File: src/rtl/mem_d_arbiter.sv
// N-master arbiter for the TCM data port with held grants and an in-order ID FIFO for response routing.
// Optional ARB_LOCK_EN adds m_lock_i so a master can keep exclusive ownership across a read-modify-write.
module mem_d_arbiter #(
  parameter int NUM_MASTERS = 2,
  parameter int TAG_W       = 11,
  parameter int OUTSTANDING = 4
) (
  input  logic                       clk_i,
  input  logic                       rst_i,
  input  logic                       mode_rr_i,
  input  logic [NUM_MASTERS*32-1:0]  m_addr_i,
  input  logic [NUM_MASTERS*32-1:0]  m_data_wr_i,
  input  logic [NUM_MASTERS-1:0]     m_rd_i,
  input  logic [NUM_MASTERS*4-1:0]   m_wr_i,
  input  logic [NUM_MASTERS*TAG_W-1:0] m_tag_i,
`ifdef ARB_LOCK_EN
  input  logic [NUM_MASTERS-1:0]     m_lock_i,
`endif
  output logic [NUM_MASTERS-1:0]     m_accept_o,
  output logic [NUM_MASTERS-1:0]     m_ack_o,
  output logic [NUM_MASTERS-1:0]     m_error_o,
  output logic [31:0]                m_data_rd_o,
  output logic [TAG_W-1:0]           m_resp_tag_o,
  output logic [31:0]                mem_addr_o,
  output logic [31:0]                mem_data_wr_o,
  output logic                       mem_rd_o,
  output logic [3:0]                 mem_wr_o,
  output logic [TAG_W-1:0]           mem_req_tag_o,
  input  logic                       mem_accept_i,
  input  logic                       mem_ack_i,
  input  logic                       mem_error_i,
  input  logic [31:0]                mem_data_rd_i,
  input  logic [TAG_W-1:0]           mem_resp_tag_i,
  output logic [$clog2(OUTSTANDING):0] outstanding_o,
  output logic                       unexpected_ack_o
);

  localparam int IDX_W = $clog2(NUM_MASTERS);
  localparam int PTR_W = $clog2(OUTSTANDING);
  localparam int CNT_W = PTR_W + 1;

  logic [NUM_MASTERS-1:0] req;
  logic [NUM_MASTERS-1:0] elig;
  logic                   grant_vld;
  logic [IDX_W-1:0]       grant_idx;
  logic                   issue;
  logic                   accept;
  logic                   pop;
  logic                   full;
  logic                   empty;
  logic [IDX_W-1:0]       head;
  int                     rr_idx;

  logic                   hold_vld_q;
  logic [IDX_W-1:0]       hold_idx_q;
  logic [IDX_W-1:0]       rr_ptr_q;
  logic [IDX_W-1:0]       fifo_q [OUTSTANDING];
  logic [PTR_W-1:0]       wr_ptr_q;
  logic [PTR_W-1:0]       rd_ptr_q;
  logic [CNT_W-1:0]       count_q;
  logic                   unexpected_q;

`ifdef ARB_LOCK_EN
  logic                   lock_vld_q;
  logic [IDX_W-1:0]       lock_idx_q;
`endif

  assign full  = (count_q == CNT_W'(OUTSTANDING));
  assign empty = (count_q == '0);
  assign head  = fifo_q[rd_ptr_q];

  always_comb begin
    req = '0;
    for (int m = 0; m < NUM_MASTERS; m++)
      req[m] = m_rd_i[m] | (|m_wr_i[m*4 +: 4]);
    elig = req;
`ifdef ARB_LOCK_EN
    // A lock stays in force only while its owner keeps m_lock_i high.
    if (lock_vld_q && m_lock_i[lock_idx_q])
      elig = req & (NUM_MASTERS'(1) << lock_idx_q);
`endif
  end

  // Descending scans let the lowest (or first-after-pointer) candidate win.
  always_comb begin
    grant_vld = 1'b0;
    grant_idx = '0;
    rr_idx    = 0;
    if (hold_vld_q && elig[hold_idx_q]) begin
      grant_vld = 1'b1;
      grant_idx = hold_idx_q;
    end else if (!mode_rr_i) begin
      for (int m = NUM_MASTERS - 1; m >= 0; m--) begin
        if (elig[m]) begin
          grant_vld = 1'b1;
          grant_idx = IDX_W'(m);
        end
      end
    end else begin
      for (int k = NUM_MASTERS - 1; k >= 0; k--) begin
        rr_idx = (int'(rr_ptr_q) + k) % NUM_MASTERS;
        if (elig[rr_idx]) begin
          grant_vld = 1'b1;
          grant_idx = IDX_W'(rr_idx);
        end
      end
    end
  end

  always_comb begin
    issue         = grant_vld & ~full & ~rst_i;
    accept        = issue & mem_accept_i;
    pop           = mem_ack_i & ~empty & ~rst_i;
    mem_addr_o    = '0;
    mem_data_wr_o = '0;
    mem_rd_o      = 1'b0;
    mem_wr_o      = '0;
    mem_req_tag_o = '0;
    if (issue) begin
      mem_addr_o    = m_addr_i[grant_idx*32 +: 32];
      mem_data_wr_o = m_data_wr_i[grant_idx*32 +: 32];
      mem_rd_o      = m_rd_i[grant_idx];
      mem_wr_o      = m_wr_i[grant_idx*4 +: 4];
      mem_req_tag_o = m_tag_i[grant_idx*TAG_W +: TAG_W];
    end
    m_accept_o = accept ? (NUM_MASTERS'(1) << grant_idx) : '0;
    m_ack_o    = pop ? (NUM_MASTERS'(1) << head) : '0;
    m_error_o  = (pop && mem_error_i) ? (NUM_MASTERS'(1) << head) : '0;
  end

  assign m_data_rd_o      = mem_data_rd_i;
  assign m_resp_tag_o     = mem_resp_tag_i;
  assign outstanding_o    = count_q;
  assign unexpected_ack_o = unexpected_q;

  always_ff @(posedge clk_i or posedge rst_i) begin
    if (rst_i) begin
      hold_vld_q   <= 1'b0;
      hold_idx_q   <= '0;
      rr_ptr_q     <= '0;
      wr_ptr_q     <= '0;
      rd_ptr_q     <= '0;
      count_q      <= '0;
      unexpected_q <= 1'b0;
    end else begin
      if (issue) begin
        hold_vld_q <= ~mem_accept_i;
        hold_idx_q <= grant_idx;
      end else if (hold_vld_q && !req[hold_idx_q]) begin
        hold_vld_q <= 1'b0;
      end
      if (accept) begin
        rr_ptr_q <= (grant_idx == IDX_W'(NUM_MASTERS - 1)) ? '0 : grant_idx + 1'b1;
        wr_ptr_q <= wr_ptr_q + 1'b1;
      end
      if (pop)
        rd_ptr_q <= rd_ptr_q + 1'b1;
      case ({accept, pop})
        2'b10:   count_q <= count_q + 1'b1;
        2'b01:   count_q <= count_q - 1'b1;
        default: count_q <= count_q;
      endcase
      if (mem_ack_i && empty)
        unexpected_q <= 1'b1;
    end
  end

  always_ff @(posedge clk_i) begin
    if (accept)
      fifo_q[wr_ptr_q] <= grant_idx;
  end

`ifdef ARB_LOCK_EN
  always_ff @(posedge clk_i or posedge rst_i) begin
    if (rst_i) begin
      lock_vld_q <= 1'b0;
      lock_idx_q <= '0;
    end else if (accept && m_lock_i[grant_idx]) begin
      lock_vld_q <= 1'b1;
      lock_idx_q <= grant_idx;
    end else if (lock_vld_q && !m_lock_i[lock_idx_q]) begin
      lock_vld_q <= 1'b0;
    end
  end
`endif

endmodule

File: config.mk
export PLATFORM = sky130hd
export DESIGN_NAME = mem_d_arbiter
export DESIGN_NICKNAME = d
export VERILOG_FILES = /design/src/rtl/mem_d_arbiter.sv
export SDC_FILE = /design/constraint.sdc
export NUM_CORES = 1
export LEC_CHECK = 0
export CORE_AREA = 2 2 134 136
export DETAILED_ROUTE_END_ITERATION = 16
export DIE_AREA = 0 0 136 138
export GPL_ROUTABILITY_DRIVEN = 0
export PLACE_DENSITY_LB_ADDON = 0.08
export SYNTH_ARGS = -nofsm -noshare
export SYNTH_HDL_FRONTEND = slang
export SYNTH_SLANG_ARGS = --single-unit
File: constraint.sdc
create_clock -name clk_i -period 3.9 [get_ports clk_i]
set_clock_uncertainty 0.1 [all_clocks]
set_input_delay 0.39 -clock clk_i [delete_from_list [all_inputs] [get_ports clk_i]]
set_output_delay 0.39 -clock clk_i [all_outputs]
set_load 0.02 [all_outputs]
# Word level (Yosys, flattened, before mapping)
# Memory sizes are Yosys's and may differ from the RTL's.
# Index checks and enable logic that the tools add are counted.
# W data, S select, Z words.
totals:
  memories: 1
  in_bits: 209
  output_inout_bits: 133
  ramBits: 4
  word_cells: 84
  register_bits: 11
op_classes:
  n_mux: 34
  reduce_logical: 10
  mul: 1
  shifts: 6
  eq_ne: 3
  bitwise: 12
  order_cmp: 4
  addsub: 6
memory_table:
  columns: ["memory", "words", "width", "read_ports", "rd_clocked_by_memory_dff", "write_ports", "line", "rtl"]
  rows:
  - ["fifo_q", 4, 1, 1, 0, 1, "57", "logic [IDX_W-1:0] fifo_q [OUTSTANDING];"]
op_table:
  columns: ["cell", "n"]
  rows:
  - ["$shiftx A64 B7 Y32", 2]
  - ["$mux W32", 2]
  - ["$mux W1", 26]
  - ["$shiftx A22 B6 Y11", 1]
  - ["$mux W11", 1]
  - ["$reduce_or A4 Y1", 2]
  - ["$shiftx A8 B4 Y4", 1]
  - ["$lt A1 B2 Y1 const B", 3]
  - ["$mux W2", 3]
  - ["$pmux W3 S2", 1]
  - ["$and A1 B1 Y1", 5]
  - ["$mul A1 B4 Y5 const B", 1]
  - ["$add A2 B1 Y2 const B", 2]
  - ["$logic_and A1 B1 Y1", 4]
  - ["$mux W4", 1]
  - ["$not A1 Y1", 4]
  - ["$reduce_bool A2 Y1", 2]
  - ["$shl A1 B1 Y2 const A", 2]
  - ["$add A3 B1 Y3 const B", 1]
  - ["$eq A3 B3 Y1 const B", 1]
  - ["$logic_not A3 Y1", 1]
  - ["$lt A2 B3 Y1 const B", 1]
  - ["$sub A3 B1 Y3 const B", 1]
  - ["$add A1 B1 Y1 const B", 2]
  - ["5 further kinds", 6]

# Longest topological paths before layout
# Gate-level depths: netlist of run 1.
depth:
  depth_word: 14
  depth_mapped: 10
  ltp_nobuf: 10

# Least setup slack after synthesis of run 1
# OpenSTA, ideal clock, no wires.
synth_path:
  path_type: "register to register"
  start: "reg count_q[2] (netlist: outstanding_o[2])"
  end: "reg count_q[2] (netlist: outstanding_o[2])"
  path_buffers: 0
  synth_period_minus_slack_ns: 2.170
  t_required_ns: 3.720
  path_slack_ns: 1.730
  stages_incl_launch_ff: 9
  setup_ns: 0.080
  t_arrival_ns: 1.990
  path_cell_list: "dfrtp_1 > nor3_1 > nor3b_2 > ha_1 > inv_1 > fa_1 > xor2_1 > nor2_1 > xor2_1"
synth_via:
  elab_cells_between_ends: 15
  cone_classes: "2 x add/sub; 3 x eq/ne; 1 x mux; 7 x bitwise; 2 x reduce/logical"
synth_lines:
  columns: ["element", "line", "rtl"]
  rows:
  - ["start, declared", "60", "logic [CNT_W-1:0] count_q;"]
  - ["start signal, assigned", "159", "2'b10: count_q <= count_q + 1'b1;"]
  - ["start signal, assigned", "160", "2'b01: count_q <= count_q - 1'b1;"]
  - ["start signal, assigned", "161", "default: count_q <= count_q;"]
  - ["$logic_not A3 Y1 *", "69", "assign empty = (count_q == '0);"]
  - ["$not A1 Y1 *", "113", "pop = mem_ack_i & ~empty & ~rst_i;"]
  - ["$and A1 B1 Y1 * (2 in series)", "113", null]
  - ["named net pop", "48", "logic pop;"]
  - ["$eq A2 B1 Y1 / $eq A2 B2 Y1 (equally long branches)", "158", "case ({accept, pop})"]
  - ["$pmux W3 S2 / $reduce_bool A2 Y1 (equally long branches)", null, null]
# The timed path passes the listed nets; every way through them passes the cells marked *.
# A chain may end at the register's enable or synchronous reset.

# Final worst setup path of run 1
layout_path:
  start: "in m_wr_i[7]"
  end: "out mem_addr_o[30]"
layout_via:
  elab_chain_len: 12
  elab_cells_between_ends: 25
  cone_classes: "1 x shift; 19 x mux; 3 x bitwise; 2 x reduce/logical"
layout_rtl:
  columns: ["element", "line", "rtl"]
  rows:
  - ["start, declared", "14", "input logic [NUM_MASTERS*4-1:0] m_wr_i,"]
  - ["$reduce_or A4 Y1 *", "75", "req[m] = m_rd_i[m] | (|m_wr_i[m*4 +: 4]);"]
  - ["$or A1 B1 Y1 *", "75", null]
  - ["parallel branches: the longest is 9 deep, another holds $shiftx A64 B7 Y32", null, null]
  - ["$mux W32 *", "119", "if (issue) begin"]
  - ["end, declared", "24", "output logic [31:0] mem_addr_o,"]
# Every way passes the cells marked *. The select of a mux whose other input is x is not followed.

==> results of run 1 <==
[cells by family after synthesis]
logic type	share of synthesized area [%]
xor gates and xnor gates	1.91
and+or+nand+nor	26.8
buffers and inverters	20.5
AOI/OAI and AO/OA	29.6
adders and majority gates	3.01
muxes	3.78
DFF	14.4
[sequential cells by signal (all words and copies together), names as in the netlist]
| register | count |
|---|---|
| hold_idx_q | 1 |
| hold_vld_q | 1 |
| rr_ptr_q | 1 |
| fifo_q | 4 |
| outstanding_o | 3 |
| rd_ptr_q | 2 |
| wr_ptr_q | 2 |
| unexpected_ack_o | 1 |
[cells in the final DEF, fill, tap and decap left out, types with 3 or more instances in the layout]
| cell | instances |
|---|---|
| o22ai_2 | 40 |
| ha_1 | 5 |
| a31oi_1 | 3 |
| and2_1 | 6 |
| buf_12 | 4 |
| edfxtp_1 | 4 |
| xor2_1 | 3 |
| xnor2_1 | 3 |
| mux2i_1 | 7 |
| o22ai_1 | 35 |
| clkbuf_16 | 3 |
| inv_1 | 7 |
| nand2_1 | 165 |
| clkdlybuf4s50_1 | 255 |
| nor2_1 | 6 |
| dfrtp_1 | 11 |
[worst min-delay path by stage]
stage | startpoint | to | cells past startpoint
after floorplan | rst_i | hold_idx_q | 1
after global placement | unexpected_ack_o | unexpected_ack_o | 1
after detailed placement | unexpected_ack_o | unexpected_ack_o | 1
after CTS | unexpected_ack_o | unexpected_ack_o | 1
after global routing | unexpected_ack_o | unexpected_ack_o | 1
final | unexpected_ack_o | unexpected_ack_o | 1
[area by class of cell]
type / count / area [um2]
flip-flops and latches: 15 / 395
inverters: 9 / 33.8
clock inverters: 1 / 7.51
clock buffers: 3 / 75.1
fillers: 1933 / 12300
repair buffers: 261 / 2650
multi-input cells: 292 / 1810
well taps: 229 / 287
[cell usage after synthesis (6+ instances only)]
library cell / number / share of area, %
buf_4: 48 / 13
o22ai_2: 40 / 18
dfrtp_1: 11 / 10
nor2_1: 6 / 0.82
nand2_1: 165 / 23
inv_1: 7 / 0.96
buf_2: 19 / 3.5
mux2i_1: 7 / 2.6
o22ai_1: 35 / 8.0
and2_1: 6 / 1.4
[through the flow]
step | worst slack (ns) | hold slack, ns
detailed placement | 0.477 | 0.352
global placement | 0.482 | 0.341
CTS | 0.463 | 0.365
global route | 0.352 | 0.394
finish | 0.523 | 0.360
floorplan | 1.73 | 0.142
[routing by layer]
layer	global-route usage, %	part of all wire (%)
met3	2.82	8.5
met1	13.4	38
met2	22.6	50
met5	0	0
met4	4.00	2.8
[where the power goes]
group	switching (mW)	internal, mW	total (mW)
clock network	0.0639	0.138	0.202
registers	0.0583	0.230	0.288
logic	1.19	1.00	2.19
total	1.31	1.37	2.68
[critical path: cells and delay by family]
| family | cells | cell delay, ns |
|---|---|---|
| simple gates | 2 | 0.31 |
| buf+inv | 3 | 1.40 |
| compound gates | 2 | 0.76 |
==> results.json, run 1 <==
{
  "finalSetupTns_ns": 0,
  "vias": 3387,
  "rows": 49,
  "ys_ff_latch": 15,
  "r2r_cells": 11,
  "crit_start": "m_wr_i[7]",
  "syn_inst": 393,
  "maxSlewHeadroom_pct": 52.6,
  "hold_viol_final": 0,
  "dieArea_um2": 18800,
  "ys_seq_area_share_pct": 14.4,
  "syn_nets": 608,
  "ctsHoldBuffers": 0,
  "cp.required_ns": 3.41,
  "status": "finished clean",
  "start_util_pct": 15.7,
  "synthToLayoutAreaGrowth_pct": 91.2,
  "cts_setup_buffers": 0,
  "min_path_type": "flop to flop",
  "cp_slowest_cell": "o21ai_4",
  "io_pins": 342,
  "synth_warnings": 0,
  "crit_path_max_incr_delay_ns": 0.60,
  "synth-edff-count": 4,
  "yosysUniqueCellTypes": 35,
  "maxCapViolCount": 0,
  "period_minus_slack_ns": 3.38,
  "dr.pass1.iters": 4,
  "synth_ff_type": "dfrtp_1",
  "cp_max_fo": 43,
  "clockBufferDepth": 2,
  "viasPerCell": 4.18,
  "setup_violations": 0,
  "die_y_um": 138,
  "fp.dieW_um": 136,
  "clk_pin_slew_ns": 0.05,
  "core_area_um2": 17500,
  "r2r_end": "outstanding_o[2]",
  "post_drt_wl_per_cell_um": 15.3,
  "wirelength_um": 12400,
  "instances_no_fill": 810,
  "crit_chain": "clkdlybuf4s50_1 -> nor3_1 -> and2_1 -> o21ai_4 -> buf_12 -> o22ai_1 -> clkdlybuf4s50_1",
  "p_leak_nw": 1.94,
  "grt.overflow.total": 0,
  "cts_buffers": 3,
  "postLayoutCellArea_um2": 5250,
  "rsz0062_at_grt": "false",
  "ir_worst_vdd_mv": 0.194,
  "syn-cell-area_um2": 2750,
  "antenna_found_initial": 0,
  "cp_common_cell": "clkdlybuf4s50_1",
  "clock-sinks": 15,
  "grt_pass1_vias": 3416,
  "worst_pin_slew_ns": 0.709,
  "cts_root_buf": "clkbuf_16",
  "drcViolationCount": 0,
  "grt_start_max_net_pins": 105,
  "drive_above_1_share_pct": 10.3,
  "worstSetupPathType": "input pin to output port",
  "worstSkewPairLatency_ns": 0.24,
  "power.density_nw_per_um2": 510,
  "place_inst": 806,
  "first_iter_violations": 111,
  "cts_resized": 0,
  "timing.final.crit_share_pct": 86.6,
  "nets": 797,
  "io_buffer_count": 255,
  "drtAntennaViolNets": 0,
  "critPathCapture": "mem_addr_o[30]",
  "worst_ep_arrival_time_ns": 2.89,
  "htree_levels": 1,
  "placed_area_um2": 5170,
  "worstSetupStartpointType": "input pin",
  "antennaDiodeCount": 0,
  "hpwlAfterDp_um": 9840,
  "utilization_pct": 30.0,
  "final_max_slew_viol_count": 0,
  "track_usage_pct": 12.2,
  "max_clock_freq_ghz": 0.296,
  "r2r_slack_ns": 1.27,
  "async_flop_share_pct": 73.3,
  "crit_path_end_kind": "output port",
  "finalPower_mw": 2.68,
  "grt_pass1_wl_um": 18400,
  "cts_tree": "done",
  "syn_area_per_cell_um2": 6.99,
  "rr_startpoint": "outstanding_o[1]"
}
Power figures use the tool's default switching activity.
==> run 2: changes to the inputs <==
Settings changed: CTS_BUF_LIST set to sky130_fd_sc_hd__clkbuf_8, CTS_CLUSTER_SIZE set to 40, SLEW_MARGIN set to 20.
==> results.json, run 2 (same netlist as run 1, synthesis figures left out) <==
{
  "status": "finished clean",
  "cp.required_ns": 3.41,
  "post_drt_wl_per_cell_um": 15.4,
  "io_buffer_count": 255,
  "cp_slowest_cell": "o21ai_4",
  "worst_ep_arrival_time_ns": 2.89,
  "ir_worst_vdd_mv": 0.194,
  "track_usage_pct": 12.2,
  "antenna_found_initial": 0,
  "io_pins": 342,
  "power.density_nw_per_um2": 499,
  "hpwlAfterDp_um": 9840,
  "die_y_um": 138,
  "critPathCapture": "mem_addr_o[30]",
  "antennaDiodeCount": 0,
  "drtAntennaViolNets": 0,
  "cts_tree": "done",
  "layout_commonest_cell": "clkdlybuf4s50_1",
  "htree_levels": 1,
  "max_clock_freq_ghz": 0.296,
  "grt_start_max_net_pins": 105,
  "wirelength_um": 12400,
  "worstSetupStartpointType": "input pin",
  "crit_start": "m_wr_i[7]",
  "cts_buffers": 3,
  "min_path_type": "flop to flop",
  "cts_resized": 0,
  "clock-sinks": 15,
  "maxCapViolCount": 0,
  "worst_pin_slew_ns": 0.710,
  "grt_pass1_vias": 3392,
  "rows": 49,
  "ctsHoldBuffers": 0,
  "viasPerCell": 4.18,
  "clockBufferDepth": 2,
  "crit_chain": "clkdlybuf4s50_1 -> nor3_1 -> and2_1 -> o21ai_4 -> buf_12 -> o22ai_1 -> clkdlybuf4s50_1",
  "fillers": 1935,
  "hold_viol_final": 0,
  "setup_violations": 0,
  "postLayoutCellArea_um2": 5220,
  "r2r_end": "outstanding_o[2]",
  "period_minus_slack_ns": 3.38,
  "finalSetupTns_ns": 0,
  "vias": 3387,
  "drcViolationCount": 0,
  "nets": 797,
  "drive_above_1_share_pct": 10.3,
  "core_area_um2": 17500,
  "rr_startpoint": "outstanding_o[1]",
  "crit_path_max_incr_delay_ns": 0.60,
  "cp_common_cell": "clkdlybuf4s50_1",
  "start_util_pct": 15.7,
  "largest_register": "fifo_q",
  "largest_reg_flops": 4,
  "cp_max_fo": 43,
  "worstSetupPathType": "input pin to output port",
  "crit_path_end_kind": "output port",
  "r2r_slack_ns": 1.28,
  "cts_root_buf": "clkbuf_8",
  "final_cell_mix": "255 x clkdlybuf4s50_1, 165 x nand2_1, 40 x o22ai_2",
  "clk_pin_slew_ns": 0.07,
  "r2r_cells": 11,
  "grt_pass1_wl_um": 18400,
  "maxSlewHeadroom_pct": 52.5,
  "grt.overflow.total": 0,
  "dieArea_um2": 18800,
  "synthToLayoutAreaGrowth_pct": 89.9,
  "dr.pass1.iters": 4,
  "first_iter_violations": 116,
  "fp.dieW_um": 136,
  "rsz0062_at_grt": "false",
  "timing.final.crit_share_pct": 86.6,
  "p_leak_nw": 1.92,
  "final_max_slew_viol_count": 0,
  "cts_setup_buffers": 0,
  "placed_area_um2": 5170,
  "worstSkewPairLatency_ns": 0.25
}
## run 2: cell counts in the layout (fill, tap and decap cells not counted)
No cell type changed its count.
## run 2: metrics by stage
stage	hold slack [ns]	util (%)	instances	worst slack, ns	power (mW)
floorplan	0.142	-	393	1.73	1.65
global placement	0.341	29.5	806	0.482	2.50
detailed placement	0.352	29.5	806	0.477	2.51
CTS	0.369	29.8	810	0.463	2.66
global route	0.399	29.8	810	0.352	2.79
finish	0.364	29.8	810	0.523	2.61
## run 2: worst min path at each step
stage,slack [ns],start,cells after the start,endpoint
finish,0.36,unexpected_ack_o,1,unexpected_ack_o
floorplan,0.14,rst_i,1,hold_idx_q
global placement,0.34,unexpected_ack_o,1,unexpected_ack_o
global route,0.40,unexpected_ack_o,1,unexpected_ack_o
CTS,0.37,unexpected_ack_o,1,unexpected_ack_o
detailed placement,0.35,unexpected_ack_o,1,unexpected_ack_o
## run 2: final cells by class
type	instances	area (um2)	area share [%]
Clock buffer	3	41.3	0.791
Clock inverter	1	7.51	0.144
Inverter	9	33.8	0.647
Multi-Input combinational cell	292	1810	34.6
Sequential cell	15	395	7.58
Tap cell	229	287	5.49
Timing Repair Buffer	261	2650	50.7
## run 2: metal layers
metal	up-vias	track usage, %	part of all wire [%]	routed length (um)
li1	1665	-	-	-
met1	1527	13.4	38	4720
met2	163	22.7	51	6300
met3	32	2.82	8.6	1070
met4	0	3.84	2.9	357
met5	-	0	0	0
## run 2: power by group
group | internal, mW | leakage (nW) | switching, mW
registers | 0.229 | 0.163 | 0.0582
logic | 1.00 | 1.74 | 1.19
clock network | 0.0719 | 0.0217 | 0.0619
total | 1.30 | 1.92 | 1.31
## run 2: worst max-delay path, delay by kind of cell
family	cells	cell delay, ns
buffers and inverters	3	1.39
and+or+nand+nor	2	0.31
AOI/OAI and AO/OA	2	0.76
